File: src/rtl/i2c_master_xfer_seq.sv
`default_nettype none
// ==========================================================================
// i2c_master_xfer_seq : transaction-level I2C master above a bit controller
// rev 1.0
// ==========================================================================
module i2c_master_xfer_seq #(
  parameter int unsigned LEN_W    = 8,
  parameter logic [2:0]  BIT_IDLE = 3'd0
) (
  input  logic             sysclk,
  input  logic             nReset,
  input  logic             enable,
  input  logic             req_valid,
  output logic             req_ready,
  input  logic [6:0]       req_addr,
  input  logic [LEN_W-1:0] req_wr_len,
  input  logic [LEN_W-1:0] req_rd_len,
  input  logic             req_nostop,
  input  logic [7:0]       tx_data,
  input  logic             tx_valid,
  output logic             tx_ready,
  output logic [7:0]       rx_data,
  output logic             rx_valid,
  input  logic             rx_ready,
  output logic             done,
  output logic             err_nack,
  output logic             err_al,
  output logic             busy,
  output logic [2:0]       bit_cmd,
  output logic             bit_din,
  input  logic             bit_done,
  input  logic             bit_dout,
  input  logic             bit_al
);

  localparam logic [2:0] BIT_START   = 3'd1;
  localparam logic [2:0] BIT_WRITE   = 3'd2;
  localparam logic [2:0] BIT_READ    = 3'd3;
  localparam logic [2:0] BIT_RESTART = 3'd4;
  localparam logic [2:0] BIT_STOP    = 3'd5;

  typedef enum logic [3:0] {
    S_IDLE, S_START, S_ADDR, S_ADDR_ACK, S_WR_WAIT, S_WR_BIT, S_WR_ACK,
    S_RESTART, S_RD_BIT, S_RD_HOLD, S_RD_ACK, S_STOP, S_DONE
  } state_t;

  state_t           state;
  logic [6:0]       addr;
  logic             rw;
  logic             nostop;
  logic             hold_bus;
  logic [LEN_W-1:0] wr_cnt;
  logic [LEN_W-1:0] rd_cnt;
  logic [7:0]       shreg;
  logic [2:0]       bitcnt;
  logic             cmd_idle;
  logic             req_rw;
  logic             rx_free;

  assign cmd_idle = (bit_cmd == BIT_IDLE);
  assign req_rw   = (req_wr_len == '0) && (req_rd_len != '0);
  // the rx register is free when empty or being popped this very cycle
  assign rx_free  = !rx_valid || rx_ready;

  always_ff @(posedge sysclk) begin
    if (!nReset || !enable) begin
      state     <= S_IDLE;
      bit_cmd   <= BIT_IDLE;
      bit_din   <= 1'b1;
      req_ready <= 1'b0;
      tx_ready  <= 1'b0;
      rx_data   <= 8'hff;
      rx_valid  <= 1'b0;
      done      <= 1'b0;
      err_nack  <= 1'b0;
      err_al    <= 1'b0;
      busy      <= 1'b0;
      hold_bus  <= 1'b0;
      addr      <= '0;
      rw        <= 1'b0;
      nostop    <= 1'b0;
      wr_cnt    <= '0;
      rd_cnt    <= '0;
      shreg     <= '0;
      bitcnt    <= '0;
    end else begin
      done     <= 1'b0;
      tx_ready <= 1'b0;
      if (rx_valid && rx_ready) rx_valid <= 1'b0;

      if (state != S_IDLE && state != S_DONE && bit_al) begin
        bit_cmd  <= BIT_IDLE;
        bit_din  <= 1'b1;
        err_al   <= 1'b1;
        hold_bus <= 1'b0;
        state    <= S_DONE;
      end else begin
        case (state)
          S_IDLE: begin
            req_ready <= 1'b1;
            if (req_valid && req_ready) begin
              addr      <= req_addr;
              wr_cnt    <= req_wr_len;
              rd_cnt    <= req_rd_len;
              nostop    <= req_nostop;
              rw        <= req_rw;
              err_nack  <= 1'b0;
              err_al    <= 1'b0;
              busy      <= 1'b1;
              req_ready <= 1'b0;
              state     <= hold_bus ? S_RESTART : S_START;
            end
          end
          S_START, S_RESTART: begin
            if (cmd_idle) begin
              bit_cmd <= (state == S_START) ? BIT_START : BIT_RESTART;
              bit_din <= 1'b1;
            end else if (bit_done) begin
              bit_cmd <= BIT_IDLE;
              shreg   <= {addr, rw};
              bitcnt  <= '0;
              state   <= S_ADDR;
            end
          end
          S_ADDR, S_WR_BIT: begin
            if (cmd_idle) begin
              bit_cmd <= BIT_WRITE;
              bit_din <= shreg[7];
            end else if (bit_done) begin
              bit_cmd <= BIT_IDLE;
              bit_din <= 1'b1;
              shreg   <= {shreg[6:0], 1'b0};
              bitcnt  <= bitcnt + 3'd1;
              if (bitcnt == 3'd7) state <= (state == S_ADDR) ? S_ADDR_ACK : S_WR_ACK;
            end
          end
          S_ADDR_ACK, S_WR_ACK: begin
            if (cmd_idle) begin
              bit_cmd <= BIT_READ;
              bit_din <= 1'b1;
            end else if (bit_done) begin
              bit_cmd <= BIT_IDLE;
              bitcnt  <= '0;
              if (bit_dout) begin
                err_nack <= 1'b1;
                state    <= S_STOP;
              end else if (state == S_ADDR_ACK) begin
                if (wr_cnt != '0)  state <= S_WR_WAIT;
                else if (rw)       state <= S_RD_BIT;
                else               state <= S_STOP;
              end else begin
                wr_cnt <= wr_cnt - LEN_W'(1);
                if (wr_cnt != LEN_W'(1)) begin
                  state <= S_WR_WAIT;
                end else if (rd_cnt != '0) begin
                  rw    <= 1'b1;
                  state <= S_RESTART;
                end else begin
                  state <= S_STOP;
                end
              end
            end
          end
          S_WR_WAIT: begin
            if (tx_valid) begin
              tx_ready <= 1'b1;
              shreg    <= tx_data;
              bitcnt   <= '0;
              state    <= S_WR_BIT;
            end
          end
          S_RD_BIT: begin
            if (cmd_idle) begin
              bit_cmd <= BIT_READ;
              bit_din <= 1'b1;
            end else if (bit_done) begin
              bit_cmd <= BIT_IDLE;
              shreg   <= {shreg[6:0], bit_dout};
              bitcnt  <= bitcnt + 3'd1;
              if (bitcnt == 3'd7) begin
                if (rx_free) begin
                  rx_data  <= {shreg[6:0], bit_dout};
                  rx_valid <= 1'b1;
                  state    <= S_RD_ACK;
                end else begin
                  state <= S_RD_HOLD;
                end
              end
            end
          end
          S_RD_HOLD: begin
            if (rx_free) begin
              rx_data  <= shreg;
              rx_valid <= 1'b1;
              state    <= S_RD_ACK;
            end
          end
          S_RD_ACK: begin
            if (cmd_idle) begin
              bit_cmd <= BIT_WRITE;
              bit_din <= (rd_cnt == LEN_W'(1));
            end else if (bit_done) begin
              bit_cmd <= BIT_IDLE;
              bit_din <= 1'b1;
              rd_cnt  <= rd_cnt - LEN_W'(1);
              bitcnt  <= '0;
              state   <= (rd_cnt != LEN_W'(1)) ? S_RD_BIT : S_STOP;
            end
          end
          S_STOP: begin
            // a clean no-stop request keeps the bus; any error releases it
            if (nostop && !err_nack) begin
              hold_bus <= 1'b1;
              state    <= S_DONE;
            end else if (cmd_idle) begin
              bit_cmd <= BIT_STOP;
              bit_din <= 1'b1;
            end else if (bit_done) begin
              bit_cmd  <= BIT_IDLE;
              hold_bus <= 1'b0;
              state    <= S_DONE;
            end
          end
          S_DONE: begin
            done      <= 1'b1;
            busy      <= 1'b0;
            req_ready <= 1'b1;
            state     <= S_IDLE;
          end
          default: state <= S_IDLE;
        endcase
      end
    end
  end

endmodule
`default_nettype wire

File: config.mk
export PLATFORM = sky130hd
export DESIGN_NAME = i2c_master_xfer_seq
export DESIGN_NICKNAME = d
export VERILOG_FILES = /design/src/rtl/i2c_master_xfer_seq.sv
export SDC_FILE = /design/constraint.sdc
export NUM_CORES = 1
export LEC_CHECK = 0
export CAP_MARGIN = 20
export CORE_ASPECT_RATIO = 1.4
export CORE_UTILIZATION = 41
export DETAILED_ROUTE_END_ITERATION = 8
export SETUP_SLACK_MARGIN = 0.2
export SYNTH_ARGS = -nofsm -noshare
export SYNTH_HDL_FRONTEND = slang
export SYNTH_SLANG_ARGS = --single-unit
File: constraint.sdc
create_clock -name sysclk -period 3.95 [get_ports sysclk]
set_input_delay 0.9875 -clock sysclk [delete_from_list [all_inputs] [get_ports sysclk]]
set_output_delay 0.9875 -clock sysclk [all_outputs]
set_load 0.02 [all_outputs]
==> impl_metrics.ini, run 1 <==
[run_status]
outcome = finished, final reports clean

[setup_path]
cp_cell_sequence = clkdlybuf4s50_1 > o21bai_1 > a22oi_1 > o31a_1 > nor2_1 > a211oi_1
r2r_start = state[3]$_SDFFE_PP0P_
worstSetupPathType = input port to register
cp-end-kind = register
cpPeakStageDelay_ns = 0.56
cp-start-kind = input port
crit_slowest_cell = clkdlybuf4s50_1
arrival_ns = 2.94
rrSetupSlack_ns = 1.27
cp.required_ns = 4.19
path_max_fanout = 16
worstSetupStartpoint = bit_al

[layout]
fin_area_mm2 = 0.00462
antenna_cells = 0
num-fill-cells = 887
postLayoutCoreUtil = 0.531
layout.nets = 556
drive_gt1_frac = 0.0977
area_growth_pct = 24.1

[clocking]
path_clk_slew_ns = 0.05
cts_sinks = 60
cts_buffer_depth = 2
numCtsBuffers = 9
clock_tree.root_cell = clkbuf_16
post_cts.repair.setup_buffers = 0
insertion_delay_ns = 0.34
cts_resized = 0
h-tree-depth = 3
tritoncts = yes
postCtsHoldBufs = 0

[min_path]
holdCritPathClass = register to register
hp-start = addr[1]$_SDFFE_PP0P_

[global_route]
grt_pass1_vias = 3465
grt.total_usage = 0.237
grt_max_degree = 28
grt_pass1_wl_mm = 17.1
antenna_found_initial = 0
globalRouteOverflowTotal = 0

[sta]
fin_crit_sh = 0.684
finalHoldViolCount = 0
finalSetupViolations = 0
post-route-min-period_ns = 2.70
slew_headroom = 0.445
finalSetupTns_ns = 0
fmax_mhz = 370
rsz0062_at_grt = no
maxSlewViolCount = 0
holdWs_ns = 0.463
fin_worst_skew_ns = 0.00436
worstMarginPinSlew_ns = 0.833

[power_and_ir_drop]
combPwrFrac = 0.431
cell_internal_pwr_mw = 1.61
pwr-share-clk = 0.297
p_per_area_mw_per_mm2 = 591
vdd.ir_drop.worst_mv = 0.276
pwr-share-seq = 0.272
p_leak_nw = 1.59
switching_power_mw = 1.12
swShare = 0.409
p_total_mw = 2.73

[placed_design]
dp_hpwl_mm = 7.58
io_buffers = 59
place_area_mm2 = 0.00432
place_congestion = 0.911

[synth]
synthFlopType = dfxtp_1
avgSynthCellArea_um2 = 8.04
syn_inst = 463
yosysWarnings = 0
synth_edf_count = 0
syn-cell-area_mm2 = 0.00372
ys_seq_area_frac = 0.323
synthDistinctLibCells = 71
ys_ff_latch = 60
async_reset_ff_frac = 0
synth.net_count = 512

[routing]
firstDrtPassIters = 5
drt_iter0_drc = 313
drc = 0
postRouteAntennaNets = 0
wirelength_mm = 10.6
wire_per_inst_um = 17.1
via_per_inst = 6.11
vias = 3767

[die]
die_w_um = 82.5
die_area_mm2 = 0.00947
start_util = 0.427
core_area_mm2 = 0.00871
dieHeight_um = 115
rows = 40
ioPinCount = 60

[flow_run]
cap_violations = 0
## state kept, by name (all words and copies together) (netlist names)
| signal | flops |
|---|---|
| addr | 7 |
| rd_cnt | 8 |
| nostop | 1 |
| rw | 1 |
| shreg | 8 |
| wr_cnt | 8 |
| err_al | 1 |
| busy | 1 |
| bit_cmd | 3 |
| bit_din | 1 |
| state | 4 |
| hold_bus | 1 |
| err_nack | 1 |
| rx_data | 8 |
| bitcnt | 3 |
| done | 1 |
| tx_ready | 1 |
| rx_valid | 1 |
| req_ready | 1 |
## Yosys cell counts (3+ instances only)
| library cell | number | area share |
|---|---|---|
| dfxtp_1 | 60 | 0.32 |
| nand2b_1 | 10 | 0.017 |
| nor2_1 | 41 | 0.041 |
| o32ai_1 | 4 | 0.0094 |
| o31a_1 | 3 | 0.0071 |
| mux2i_1 | 9 | 0.024 |
| a221oi_1 | 9 | 0.021 |
| inv_1 | 11 | 0.011 |
| a31oi_1 | 5 | 0.0084 |
| buf_6 | 6 | 0.018 |
| nor4_1 | 5 | 0.0084 |
| nor3_1 | 19 | 0.026 |
| a21oi_1 | 46 | 0.062 |
| nand3_1 | 7 | 0.0094 |
| nor3b_1 | 3 | 0.0060 |
| clkbuf_1 | 15 | 0.015 |
| nor2_2 | 3 | 0.0050 |
| o21ai_0 | 23 | 0.031 |
| nor2b_1 | 7 | 0.012 |
| a22o_1 | 9 | 0.021 |
| o211ai_1 | 10 | 0.020 |
| buf_2 | 9 | 0.012 |
| nand2_1 | 47 | 0.047 |
| a211oi_1 | 16 | 0.032 |
| o31ai_2 | 5 | 0.017 |
| or3_1 | 7 | 0.012 |
| a22oi_1 | 8 | 0.016 |
| ha_1 | 8 | 0.027 |
| o211ai_2 | 4 | 0.013 |
## layer usage
layer  GRT usage  share of wire
met5           0              0
met4       0.121          0.023
met2       0.389           0.50
met1       0.290           0.42
met3      0.0437          0.058
## power groups by stage
| stage | logic (mW) | clock network, mW | registers (mW) |
|---|---|---|---|
| after floorplan | 0.906 | 0 | 0.733 |
| after global placement | 1.15 | 0 | 0.752 |
| after detailed placement | 1.16 | 0 | 0.752 |
| after CTS | 1.16 | 0.825 | 0.740 |
| after global routing | 1.28 | 0.849 | 0.752 |
| final | 1.18 | 0.812 | 0.743 |
## cell usage in the layout (no fill, tap or decap), types with 3 or more instances in the layout
master and count:
mux2i_1 9, o31ai_2 5, o31a_1 3, nor3_1 19, o32ai_1 4, o211ai_1 10, a211oi_1 16, a31oi_1 5
clkbuf_16 9, nor2b_1 7, a221oi_1 9, o21ai_0 23, a22o_1 9, nor4_1 5, nand2_1 47, or3_1 7
nor2_1 41, buf_4 8, dfxtp_1 60, clkdlybuf4s50_1 59, nand2b_1 10, o211ai_2 4, a22oi_1 8, nor2_2 3
inv_1 11, a21oi_1 46, nor3b_1 3, ha_1 8, nand3_1 7
## through the flow
step	cells	worst slack, ns
after global placement	601	1.00
after floorplan	463	1.73
after detailed placement	601	0.949
final	617	1.25
after global routing	617	1.07
after CTS	617	1.27
## path summary, 6_finish.rpt
path / depth (start not counted) / to
max: 6 / shreg[6]$_SDFFE_PP0P_
min: 2 / addr[1]$_SDFFE_PP0P_
min reg2reg: 2 / addr[1]$_SDFFE_PP0P_
max reg2reg: 6 / state[2]$_SDFFE_PP0P_
## cells by family (layout without fill, tap and decap cells)
logic type,count (synthesis),after routing,share of synthesized area
xor+xnor,2,2,0.00471
buf+inv,45,94,0.0618
fa+ha+maj,8,8,0.0269
flops,60,60,0.323
compound gates,169,169,0.325
simple gates,168,168,0.229
mux,11,11,0.0303
## cell type report
type / count / area [um2] / area share
Multi-Input combinational cell: 358 / 2290 / 0.496
Sequential cell: 60 / 1200 / 0.260
Timing Repair Buffer: 67 / 651 / 0.141
Clock buffer: 13 / 260 / 0.0563
Tap cell: 105 / 131 / 0.0284
Clock inverter: 3 / 45.0 / 0.00975
Inverter: 11 / 41.3 / 0.00894
## critical path: cells and delay by family
kind / cells / cell delay [ns]
AO/OA/AOI/OAI: 4 / 1.30
buffers and inverters: 1 / 0.56
AND/OR/NAND/NOR: 1 / 0.09
Note: power is estimated with default switching activity, not from simulation.
==> run 2: changes to the inputs <==
==> constraint.sdc (replaced) <==
create_clock -name sysclk -period 2.49 [get_ports sysclk]
set_input_delay 0.6225 -clock sysclk [delete_from_list [all_inputs] [get_ports sysclk]]
set_output_delay 0.6225 -clock sysclk [all_outputs]
set_load 0.02 [all_outputs]
==> run 2 against run 1 <==
Compared with the run above: sequential cell count unchanged; largest cell class unchanged; wire length increased by 2.7%; critical endpoint is now wr_cnt[3]$_SDFFE_PP0P_; non-clock buffer count up 33; highest routed layer unchanged.
==> impl_metrics.ini, run 2 (synthesis results as in run 1) <==
[die]
die_area_mm2 = 0.00947
rows = 40
ioPinCount = 60
dieHeight_um = 115
core_area_mm2 = 0.00871
die_w_um = 82.5
start_util = 0.427

[layout]
mostFrequentLayoutCell = clkdlybuf4s50_1
layout.nets = 589
antenna_cells = 0
drive_gt1_frac = 0.160
area_growth_pct = 31.2
most-common-layout-cells = clkdlybuf4s50_1 (59), dfxtp_1 (58), nand2_1 (47), a21oi_1 (46), nor2_1 (41)

[setup_path]
worstSetupPathType = input port to register
reg2reg_depth = 7
cp-end-kind = register
cp.required_ns = 2.71
cp-start-kind = input port
path_max_fanout = 10
arrival_ns = 2.37
crit_slowest_cell = clkdlybuf4s50_1
cp_cell_sequence = clkdlybuf4s50_1 > o31ai_2 > nor3b_1 > o22a_1 > o21ai_0 > a32o_1
cpPeakStageDelay_ns = 0.52

[routing]
wirelength_mm = 10.9
wire_per_inst_um = 16.7
drt_iter0_drc = 267
vias = 3820
drc = 0
firstDrtPassIters = 5
via_per_inst = 5.88
postRouteAntennaNets = 0

[min_path]
holdCritPathClass = register to register
hold_path_depth = 2

[power_and_ir_drop]
vdd.ir_drop.worst_mv = 0.498
p_leak_nw = 1.75
p_per_area_mw_per_mm2 = 924

[clocking]
cts_buffer_depth = 2
h-tree-depth = 3
tritoncts = yes
post_cts.repair.setup_buffers = 0
clock_tree.root_cell = clkbuf_16
numCtsBuffers = 9
insertion_delay_ns = 0.33
path_clk_slew_ns = 0.05
cts_sinks = 60

[sta]
slew_headroom = 0.524
fin_crit_sh = 0.861
holdWs_ns = 0.460
maxSlewViolCount = 0
finalSetupViolations = 0
post-route-min-period_ns = 2.14
worstMarginPinSlew_ns = 0.714
fmax_mhz = 467
rsz0062_at_grt = no
fin_worst_skew_ns = 0.00376
finalSetupTns_ns = 0
finalHoldViolCount = 0

[placed_design]
dp_hpwl_mm = 8.20
io_buffers = 59
place_congestion = 0.881

[global_route]
globalRouteOverflowTotal = 0
grt_max_degree = 19
grt_pass1_wl_mm = 17.5
antenna_found_initial = 0
grt_pass1_vias = 3542
grt.total_usage = 0.242

[flow_run]
cap_violations = 0

[run_status]
outcome = finished, final reports clean
[run 2: changes by cell type in the layout (fill, tap and decap cells not counted), sizes merged]
cell / change
clkinv: +3
clkbuf: -3
buf: +33
[run 2: final cells by class]
type                            instances  area [um2]
Clock inverter                          6        63.8
Inverter                               11        41.3
Fill cell                             857        3830
Multi-Input combinational cell        358        2290
Tap cell                              105         131
Sequential cell                        60        1200
Timing Repair Buffer                  100         911
Clock buffer                           10         239
[run 2: layer usage]
layer  routed length (um)  vias to the layer above  global-route usage
met2                 5400                      114               0.411
met3                  459                       20              0.0333
met4                  247                        0               0.113
met5                    0                        -                   0
li1                     -                     1900                   -
met1                 4760                     1786               0.298
[run 2: through the flow]
step | power (mW) | area, um2 | cells | setup WS, ns | util
floorplan | 2.60 | 3720 | 463 | 0.550 | -
global placement | 3.20 | 4580 | 634 | 0.0593 | 0.525
detailed placement | 3.22 | 4580 | 634 | 0.0201 | 0.525
CTS | 4.50 | 4880 | 650 | 0.278 | 0.560
global route | 4.76 | 4880 | 650 | 0.235 | 0.561
finish | 4.51 | 4880 | 650 | 0.347 | 0.561
[run 2: path summary, 6_finish.rpt]
kind | startpoint | endpoint | slack (ns)
worst min-delay path | rd_cnt[6]$_SDFFE_PP0P_ | rd_cnt[6]$_SDFFE_PP0P_ | 0.46
worst min register to register | rd_cnt[6]$_SDFFE_PP0P_ | rd_cnt[6]$_SDFFE_PP0P_ | 0.46
worst max register to register | state[1]$_SDFFE_PP0P_ | state[2]$_SDFFE_PP0P_ | 0.41
worst max-delay path | bit_done | wr_cnt[3]$_SDFFE_PP0P_ | 0.35
[run 2: what timing repair did]
| item | in CTS | in global routing |
|---|---|---|
| hold buffers | 0 | 0 |
| setup endpoints to repair | 0 | 11 |
| resized for setup | 0 | 3 |
[run 2: power breakdown]
group          switching [mW]  internal, mW  leakage (nW)
Sequential              0.144          1.05         0.486
Combinational            1.21         0.846          1.12
Clock                   0.459         0.799         0.144
Total                    1.81          2.70          1.75
[run 2: worst max-delay path: cells and delay by family]
family | cells | cell delay [ns]
compound gates | 4 | 0.92
buf+inv | 1 | 0.52
simple gates | 1 | 0.30
==> run 3: changes to the inputs <==
--- a/config.mk
+++ b/config.mk
@@ -5,10 +5,12 @@
 export SDC_FILE = /design/constraint.sdc
 export NUM_CORES = 1
 export LEC_CHECK = 0
-export CAP_MARGIN = 20
+export CELL_PAD_IN_SITES_DETAIL_PLACEMENT = 0
+export CELL_PAD_IN_SITES_GLOBAL_PLACEMENT = 2
 export CORE_ASPECT_RATIO = 1.4
-export CORE_UTILIZATION = 41
+export CORE_UTILIZATION = 32
 export DETAILED_ROUTE_END_ITERATION = 8
+export PLACE_DENSITY_LB_ADDON = 0.1
 export SETUP_SLACK_MARGIN = 0.2
 export SYNTH_ARGS = -nofsm -noshare
 export SYNTH_HDL_FRONTEND = slang
==> run 3 against run 2 <==
Compared with the run above: worst hold slack got worse by 0.0016 ns; setup slack worse by 0.0087 ns; cell count increased by 5.8%; clock power up 8%; critical path depth is 1 higher; core utilization down 12 points; sequential share of layout area is 0.40 points lower; count of clock-buffer cells in the layout is 1 higher; register-to-register slack got worse by 0.06 ns; maximum frequency is 0.41% lower; critical endpoint is now wr_cnt[0]$_SDFFE_PP0P_; wire length increased by 12%.
==> impl_metrics.ini, run 3 (synthesis results as in run 1) <==
[die]
core_area_mm2 = 0.0113
dieHeight_um = 130
start_util = 0.328
ioPinCount = 60
die_area_mm2 = 0.0121
die_w_um = 93.2
rows = 46

[routing]
vias = 3802
drc = 0
firstDrtPassIters = 4
via_per_inst = 5.53
postRouteAntennaNets = 0
wire_per_inst_um = 17.7
wirelength_mm = 12.2
drt_iter0_drc = 198

[global_route]
grt_max_degree = 20
globalRouteOverflowTotal = 0
grt.total_usage = 0.218
grt_pass1_vias = 3901
grt_pass1_wl_mm = 20.1
antenna_found_initial = 0

[layout]
layout.nets = 589
antenna_cells = 0
most-common-layout-cells = clkdlybuf4s50_1 (59), dfxtp_1 (58), nand2_1 (47), a21oi_1 (46)
area_growth_pct = 33.3
fin_cells = 688
mostFrequentLayoutCell = clkdlybuf4s50_1
postLayoutCoreUtil = 0.438
drive_gt1_frac = 0.162

[clocking]
postCtsHoldBufs = 0
post_cts.repair.setup_buffers = 0
cts_sinks = 60
insertion_delay_ns = 0.33
numCtsBuffers = 9
path_clk_slew_ns = 0.05
tritoncts = yes
h-tree-depth = 3
clock_tree.root_cell = clkbuf_16
cts_buffer_depth = 2

[setup_path]
crit_family = compound AO/OA/AOI/OAI gates
worstSetupPathType = input port to register
arrival_ns = 2.38
cpPeakStageDelay_ns = 0.55
cp-end-kind = register
crit_slowest_cell = clkdlybuf4s50_1
path_max_fanout = 10
cp-start-kind = input port
worst-path-buf-inv = 2
cp_cell_sequence = clkdlybuf4s50_1 > o31ai_2 > nor3b_1 > o22a_1 > buf_4 > o21ai_1 > a221oi_1
cp.required_ns = 2.71

[placed_design]
dp_hpwl_mm = 9.26
dp_cells = 673
io_buffers = 59
place_congestion = 0.864

[power_and_ir_drop]
p_leak_nw = 1.77
p_total_mw = 4.69
p_per_area_mw_per_mm2 = 944
vdd.ir_drop.worst_mv = 0.340

[sta]
fin_worst_skew_ns = 0.00741
worstMarginPinSlew_ns = 0.627
finalHoldViolCount = 0
holdWs_ns = 0.458
post-route-min-period_ns = 2.15
fin_crit_sh = 0.864
rsz0062_at_grt = yes
finalSetupViolations = 0
maxSlewViolCount = 0
fmax_mhz = 465
slew_headroom = 0.582

[min_path]
holdCritPathClass = register to register

[run_status]
outcome = finished, final reports clean

[flow_run]
cap_violations = 0
run 3: layout make-up:
type / instances / area (um2)
fillers: 1186 / 6370
multi-input cells: 358 / 2300
flip-flops and latches: 60 / 1200
repair buffers: 100 / 911
clock buffers: 11 / 253
well taps: 144 / 180
clock inverters: 4 / 72.6
inverters: 11 / 41.3
run 3: routing by layer:
metal	track usage	share of wire
met5	0	0
met4	0.0977	0.030
met1	0.257	0.44
met2	0.381	0.50
met3	0.0411	0.032
run 3: power by group:
| part | internal, mW | leakage (nW) | switching (mW) | total, mW |
|---|---|---|---|---|
| clock | 0.922 | 0.158 | 0.435 | 1.36 |
| combinational | 0.879 | 1.12 | 1.25 | 2.13 |
| sequential | 1.05 | 0.486 | 0.147 | 1.20 |
run 3: worst min-delay path, cell delays in order (launching register included):
cell and delay [ns]:
dfxtp_1 0.31, inv_1 0.05, a21oi_1 0.05
run 3: timing repair:
| item | CTS | global route |
|---|---|---|
| pin swaps | 0 | 0 |
| gates resized for setup | 1 | 5 |
| gates cloned | 0 | 0 |
| setup endpoints to repair | 1 | 29 |
run 3: path summary, 6_finish.rpt:
path,slack (ns),endpoint,depth (start not counted),startpoint
max,0.34,wr_cnt[0]$_SDFFE_PP0P_,7,bit_done
min,0.46,rd_cnt[6]$_SDFFE_PP0P_,2,rd_cnt[6]$_SDFFE_PP0P_
max reg2reg,0.35,rd_cnt[1]$_SDFFE_PP0P_,6,state[3]$_SDFFE_PP0P_
min reg2reg,0.46,rd_cnt[6]$_SDFFE_PP0P_,2,rd_cnt[6]$_SDFFE_PP0P_
run 3: through the flow:
step	setup slack [ns]	setup TNS (ns)	instance area (um2)
finish	0.338	0	4960
floorplan	0.550	0	3720
detailed placement	-0.0389	-0.0389	4620
CTS	0.227	0	4950
global route	0.191	0	4960
global placement	0.0585	0	4620
